**src/rtl/hazard_ctrl_pkg.sv**
```systemverilog
// Shared definitions for the pipeline sequencing controller:
// FSM state encoding and architectural constants.
package hazard_ctrl_pkg;

  typedef enum logic [1:0] {
    ST_RUN     = 2'd0,
    ST_MD_WAIT = 2'd1,
    ST_HALT    = 2'd2,
    ST_STEP    = 2'd3
  } state_e;

  localparam logic [4:0]  REG_X0   = 5'd0;
  localparam logic [31:0] NOP_INSN = 32'h0000_0033;

endpackage

```
**src/rtl/hazard_ctrl_detect.sv**
```systemverilog
// Combinational load-use comparator: the instruction in ID reads a register
// that a load currently in EX is about to write.
module hazard_detect
  import hazard_ctrl_pkg::*;
(
  input  logic [4:0] rs1_ID,
  input  logic [4:0] rs2_ID,
  input  logic       use_rs1_ID,
  input  logic       use_rs2_ID,
  input  logic [4:0] rd_EX,
  input  logic       mem_read_EX,
  output logic       load_use
);

  assign load_use = mem_read_EX && (rd_EX != REG_X0) &&
                    ((use_rs1_ID && (rs1_ID == rd_EX)) ||
                     (use_rs2_ID && (rs2_ID == rd_EX)));

endmodule

```
**src/rtl/hazard_ctrl.sv**
```systemverilog
// Pipeline sequencing controller: stall/flush strobes for load-use, taken
// branches, multi-cycle mul/div and debug halt/step, plus saturating statistics.
module hazard_ctrl
  import hazard_ctrl_pkg::*;
#(
  parameter int MD_TIMEOUT = 64,
  parameter int CNT_W      = 32
) (
  input  logic             clk,
  input  logic             rst,
  input  logic [4:0]       rs1_ID,
  input  logic [4:0]       rs2_ID,
  input  logic             use_rs1_ID,
  input  logic             use_rs2_ID,
  input  logic [4:0]       rd_EX,
  input  logic             mem_read_EX,
  input  logic             br_taken_EX,
  input  logic             md_start_EX,
  input  logic             md_done,
  input  logic             halt_req,
  input  logic             step_req,
  output logic             stall_PC,
  output logic             stall_IF_ID,
  output logic             stall_ID_EX,
  output logic             stall_EX_MEM,
  output logic             stall_MEM_WB,
  output logic             flush_IF_ID,
  output logic             flush_ID_EX,
  output logic             flush_EX_MEM,
  output logic             halted,
  output logic             md_err,
  output logic [CNT_W-1:0] stall_cnt,
  output logic [CNT_W-1:0] flush_cnt
);

  localparam int                WAIT_W    = $clog2(MD_TIMEOUT + 1);
  localparam logic [WAIT_W-1:0] WAIT_LAST = WAIT_W'(MD_TIMEOUT - 1);
  localparam logic [CNT_W-1:0]  CNT_MAX   = {CNT_W{1'b1}};

  state_e            state_r;
  state_e            state_nxt_s;
  logic [WAIT_W-1:0] wait_cnt_r;
  logic              step_r;
  logic              md_err_r;
  logic [CNT_W-1:0]  stall_cnt_r;
  logic [CNT_W-1:0]  flush_cnt_r;
  logic              load_use_s;
  logic              run_mode_s;
  logic              busy_s;
  logic              timeout_s;
  // stall_s: {MEM_WB, EX_MEM, ID_EX, IF_ID, PC}; flush_s: {EX_MEM, ID_EX, IF_ID}
  logic [4:0]        stall_s;
  logic [2:0]        flush_s;

  hazard_detect u_detect (
    .rs1_ID      (rs1_ID),
    .rs2_ID      (rs2_ID),
    .use_rs1_ID  (use_rs1_ID),
    .use_rs2_ID  (use_rs2_ID),
    .rd_EX       (rd_EX),
    .mem_read_EX (mem_read_EX),
    .load_use    (load_use_s)
  );

  // Next-state selection and stall/flush generation.
  always_comb begin
    state_nxt_s = state_r;
    run_mode_s  = 1'b0;
    busy_s      = 1'b0;
    timeout_s   = 1'b0;
    stall_s     = 5'b00000;
    flush_s     = 3'b000;
    case (state_r)
      ST_RUN, ST_STEP: begin
        run_mode_s = 1'b1;
        busy_s     = md_start_EX && !md_done && !br_taken_EX;
        if (busy_s) begin
          state_nxt_s = ST_MD_WAIT;
        end else if ((state_r == ST_STEP) || halt_req) begin
          state_nxt_s = ST_HALT;
        end else begin
          state_nxt_s = ST_RUN;
        end
      end
      ST_MD_WAIT: begin
        // The done cycle behaves like RUN so the result flows into EX/MEM.
        busy_s     = !md_done;
        run_mode_s = md_done;
        if (md_done) begin
          state_nxt_s = (step_r && halt_req) ? ST_HALT : ST_RUN;
        end else if (wait_cnt_r == WAIT_LAST) begin
          timeout_s   = 1'b1;
          state_nxt_s = ST_RUN;
        end else begin
          state_nxt_s = ST_MD_WAIT;
        end
      end
      ST_HALT: begin
        stall_s = 5'b11111;
        if (step_req) begin
          state_nxt_s = ST_STEP;
        end else if (!halt_req) begin
          state_nxt_s = ST_RUN;
        end else begin
          state_nxt_s = ST_HALT;
        end
      end
      default: begin
        state_nxt_s = ST_RUN;
      end
    endcase

    if (busy_s) begin
      stall_s = 5'b00111;
      flush_s = 3'b100;
    end else if (run_mode_s && br_taken_EX) begin
      flush_s = 3'b011;
    end else if (run_mode_s && load_use_s) begin
      stall_s = 5'b00011;
      flush_s = 3'b010;
    end else begin
      flush_s = flush_s;
    end
  end

  // State, wait counter, sticky error and saturating statistics.
  always_ff @(posedge clk or posedge rst) begin
    if (rst) begin
      state_r     <= ST_RUN;
      wait_cnt_r  <= {WAIT_W{1'b0}};
      step_r      <= 1'b0;
      md_err_r    <= 1'b0;
      stall_cnt_r <= {CNT_W{1'b0}};
      flush_cnt_r <= {CNT_W{1'b0}};
    end else begin
      state_r    <= state_nxt_s;
      wait_cnt_r <= (state_r == ST_MD_WAIT) ? (wait_cnt_r + WAIT_W'(1)) : {WAIT_W{1'b0}};
      // Remember whether a mul/div wait was entered from a single step.
      if (state_r != ST_MD_WAIT) begin
        step_r <= (state_r == ST_STEP);
      end
      md_err_r <= md_err_r | timeout_s;
      if (stall_s[0] && (stall_cnt_r != CNT_MAX)) begin
        stall_cnt_r <= stall_cnt_r + CNT_W'(1);
      end
      if ((flush_s[0] || flush_s[1]) && (flush_cnt_r != CNT_MAX)) begin
        flush_cnt_r <= flush_cnt_r + CNT_W'(1);
      end
    end
  end

  assign stall_PC     = stall_s[0] & ~rst;
  assign stall_IF_ID  = stall_s[1] & ~rst;
  assign stall_ID_EX  = stall_s[2] & ~rst;
  assign stall_EX_MEM = stall_s[3] & ~rst;
  assign stall_MEM_WB = stall_s[4] & ~rst;
  assign flush_IF_ID  = flush_s[0] & ~rst;
  assign flush_ID_EX  = flush_s[1] & ~rst;
  assign flush_EX_MEM = flush_s[2] & ~rst;
  assign halted       = (state_r == ST_HALT);
  assign md_err       = md_err_r;
  assign stall_cnt    = stall_cnt_r;
  assign flush_cnt    = flush_cnt_r;

endmodule

```
**config.mk**
```make
export PLATFORM = sky130hd
export DESIGN_NAME = hazard_ctrl
export DESIGN_NICKNAME = d
export VERILOG_FILES = /design/src/rtl/hazard_ctrl_pkg.sv /design/src/rtl/hazard_ctrl_detect.sv /design/src/rtl/hazard_ctrl.sv
export SDC_FILE = /design/constraint.sdc
export NUM_CORES = 1
export LEC_CHECK = 0
export ABC_AREA = 1
export CORE_MARGIN = 5
export CORE_UTILIZATION = 58
export DETAILED_ROUTE_END_ITERATION = 10
export PLACE_DENSITY = 0.87
export RECOVER_POWER = 50
export SLEW_MARGIN = 25
export SYNTH_ARGS = -nofsm -noshare
export SYNTH_HDL_FRONTEND = slang
export SYNTH_SLANG_ARGS = --single-unit
```
**constraint.sdc**
```tcl
create_clock -name clk -period 3.5 [get_ports clk]
set_clock_uncertainty 0.15 [all_clocks]
set_input_delay 0.525 -clock clk [delete_from_list [all_inputs] [get_ports clk]]
set_output_delay 0.525 -clock clk [all_outputs]
set_load 0.01 [all_outputs]
```
==> flow_summary.toml <==
[critical_path]
path_class = "reg -> out"
cpPeakStageDelay_ns = 0.58
endpoint_kind = "output port"
critPathSlowestCell = "clkdlybuf4s50_1"
cp.buffers_inverters = 3
cp_cell_sequence = "inv_1, ha_1, inv_1, a21oi_2, nand2_1, a21oi_2, nand2_2, nand2_4, nand2_1, nor2_1, clkdlybuf4s50_1"
critPathTopFamily = "buffers and inverters"
startpoint_type = "flop"
crit_required_ns = 2.82
critical_path.max_fanout = 4
cp.arrival_ns = 2.62

[route]
wl_per_cell_um = 14.9
vias_per_cell = 5.52
antenna_left = 0
drtIter0Drc = 316
drc_errors = 0
first_pass_iters = 5
routed_wl_um = 15100
via_count = 5591

[clock_network]
post_cts_buffers = 0
cts_buffers = 9
cts_root_buf = "clkbuf_8"
cts_tree = "yes"
htree_levels = 3
path_clk_slew_ns = 0.09
cts_resized = 0
worstSkewPairLatency_ns = 0.35
ctsHoldBuffers = 0
clock_path_buffers = 2
cts.sinks = 75

[global_routing]
antenna_found_initial = 0
grt.overflow.total = 0
grt_max_degree = 76
grt_pass1_wl_um = 25600
track_usage = 0.277
grt_pass1_vias = 5382

[power]
power.density_nw_per_um2 = 437
vdd_ir_drop_max_mv = 0.335
leakagePower_nw = 3.17

[timing]
slew_headroom = -0.250
finalSetupTns_ns = 0
maxSlewViolCount = 76
rsz0062_at_grt = "no"
worst_slack_ns = 0.205
hold_slack_ns = 0.326
fmax_mhz = 303
setup_violations = 0
timing.final.crit_share = 0.941
worstMarginPinSlew_ns = 1.88
min_period_ns = 3.30
hold_viol = 0

[floorplanning]
initial_core_util = 0.585
die_y_um = 106
die_area_um2 = 11200
die_w_um = 106
io_pins = 99
core_um2 = 9110
row_count = 35

[synthesis]
syn_area_um2 = 5330
synthCells = 807
dominantRegCellSynth = "dfrtp_1"
async_flop_share = 1.00
yosys.area.top_type = "dfrtp_1"
post_synth_num_cell_types = 34
synth_area_leaders = "dfrtp_1, nand2_1, nor2_1"
synth_edf_count = 0
synth_top_area_frac = 0.352
ys_ff_latch = 75
yosysWarnings = 0
postSynthAreaPerCell_um2 = 6.60
syn-num-nets = 838
synth-seq-area-share = 0.352

[place]
dp_slack_ns = 0.292
place.gp.congestion = 0.958
io_buffers = 98
dp_hpwl_um = 11000

[cells_and_area]
syn_to_final_growth_pct = 22.5
drive_gt1_frac = 0.0477
diodes = 0
nets = 928

[outcome]
outcome = "finished with violations"
violations = "capacitance limit, slew limit"

[run]
maxCapViolCount = 1

[hold_path]
hp-class = "reg -> reg"
[state kept, by name, indices dropped and copies added, names as in the netlist]
signal,cells
flush_cnt,32
md_err,1
stall_cnt,32
state_r,2
step_r,1
wait_cnt_r,7
[metal layers]
layer	global-route usage	vias up	share of wire
met4	0.0981	0	0.022
met1	0.343	2592	0.41
met2	0.498	197	0.52
met5	0	-	0
met3	0.0282	30	0.048
li1	-	2772	-
[path summary, 6_finish.rpt]
check | from | end | slack, ns | cells after the start
min | wait_cnt_r[0] | wait_cnt_r[0] | 0.33 | 1
max in group asynchronous | rst | flush_cnt[12] | 0.83 | 3
max reg2reg | state_r[0] | flush_cnt[25] | 0.71 | 12
max | state_r[0] | stall_IF_ID | 0.20 | 11
min reg2reg | wait_cnt_r[0] | wait_cnt_r[0] | 0.33 | 1
min in group asynchronous | rst | flush_cnt[3] | 1.25 | 3
[kinds of logic (layout without fill, tap and decap cells)]
logic type	after synthesis	after routing	share of synthesized area
and+or+nand+nor	607	607	0.498
DFF	75	75	0.352
buffers and inverters	74	169	0.0660
xor gates and xnor gates	31	31	0.0509
AOI/OAI and AO/OA	14	14	0.0188
adders and majority gates	6	6	0.0141
[stage by stage]
stage / std cells / total power [mW] / util / instance area [um^2]
floorplan: 807 / 1.87 / - / 5330
global placement: 997 / 2.11 / 0.696 / 6340
detailed placement: 997 / 2.17 / 0.696 / 6340
CTS: 1013 / 2.86 / 0.719 / 6550
global route: 1013 / 3.01 / 0.717 / 6530
finish: 1013 / 2.85 / 0.717 / 6530
[layout make-up]
| type | instances | area [um^2] |
|---|---|---|
| fill | 786 | 2580 |
| clock buffer | 9 | 124 |
| timing repair buffer | 105 | 1030 |
| clock inverter | 7 | 77.6 |
| tap | 111 | 139 |
| multi-input combinational | 658 | 3100 |
| inverter | 48 | 180 |
| sequential | 75 | 1880 |
[where the power goes]
part,internal [mW],switching (mW)
Combinational,0.371,0.761
Sequential,0.933,0.0815
Clock,0.335,0.371
[Yosys cell counts, types with 2 or more instances]
cell and number:
a21oi_1 3, a21oi_2 2, buf_2 11, buf_4 4
buf_6 6, clkbuf_1 5, dfrtp_1 75, ha_1 6
inv_1 45, inv_2 3, nand2_1 369, nand2_2 2
nand2_4 2, nand3_1 9, nand3_4 2, nand3b_1 27
nand4_1 67, nor2_1 115, nor2_2 4, nor3_1 4
o21ai_0 4, xnor2_1 10, xor2_1 21
[layout by cell type (no fill, tap or decap), types with 2 or more instances in the layout]
cell,synthesis,final
nand3b_1,27,27
inv_1,45,45
nand2_4,2,2
o21ai_0,4,4
inv_2,3,2
nand3_1,9,9
clkdlybuf4s50_1,0,71
nand2_2,2,2
buf_4,4,6
clkinv_4,0,3
a21oi_2,2,2
nor2_2,4,4
a21oi_1,3,3
nand2_1,369,369
nand4_1,67,67
dlygate4sd3_1,0,27
nand3_4,2,2
ha_1,6,6
xnor2_1,10,10
xor2_1,21,21
clkbuf_8,0,9
nor3_1,4,4
nor2_1,115,115
dfrtp_1,75,75
No activity file was read; power rests on OpenSTA's default activity.
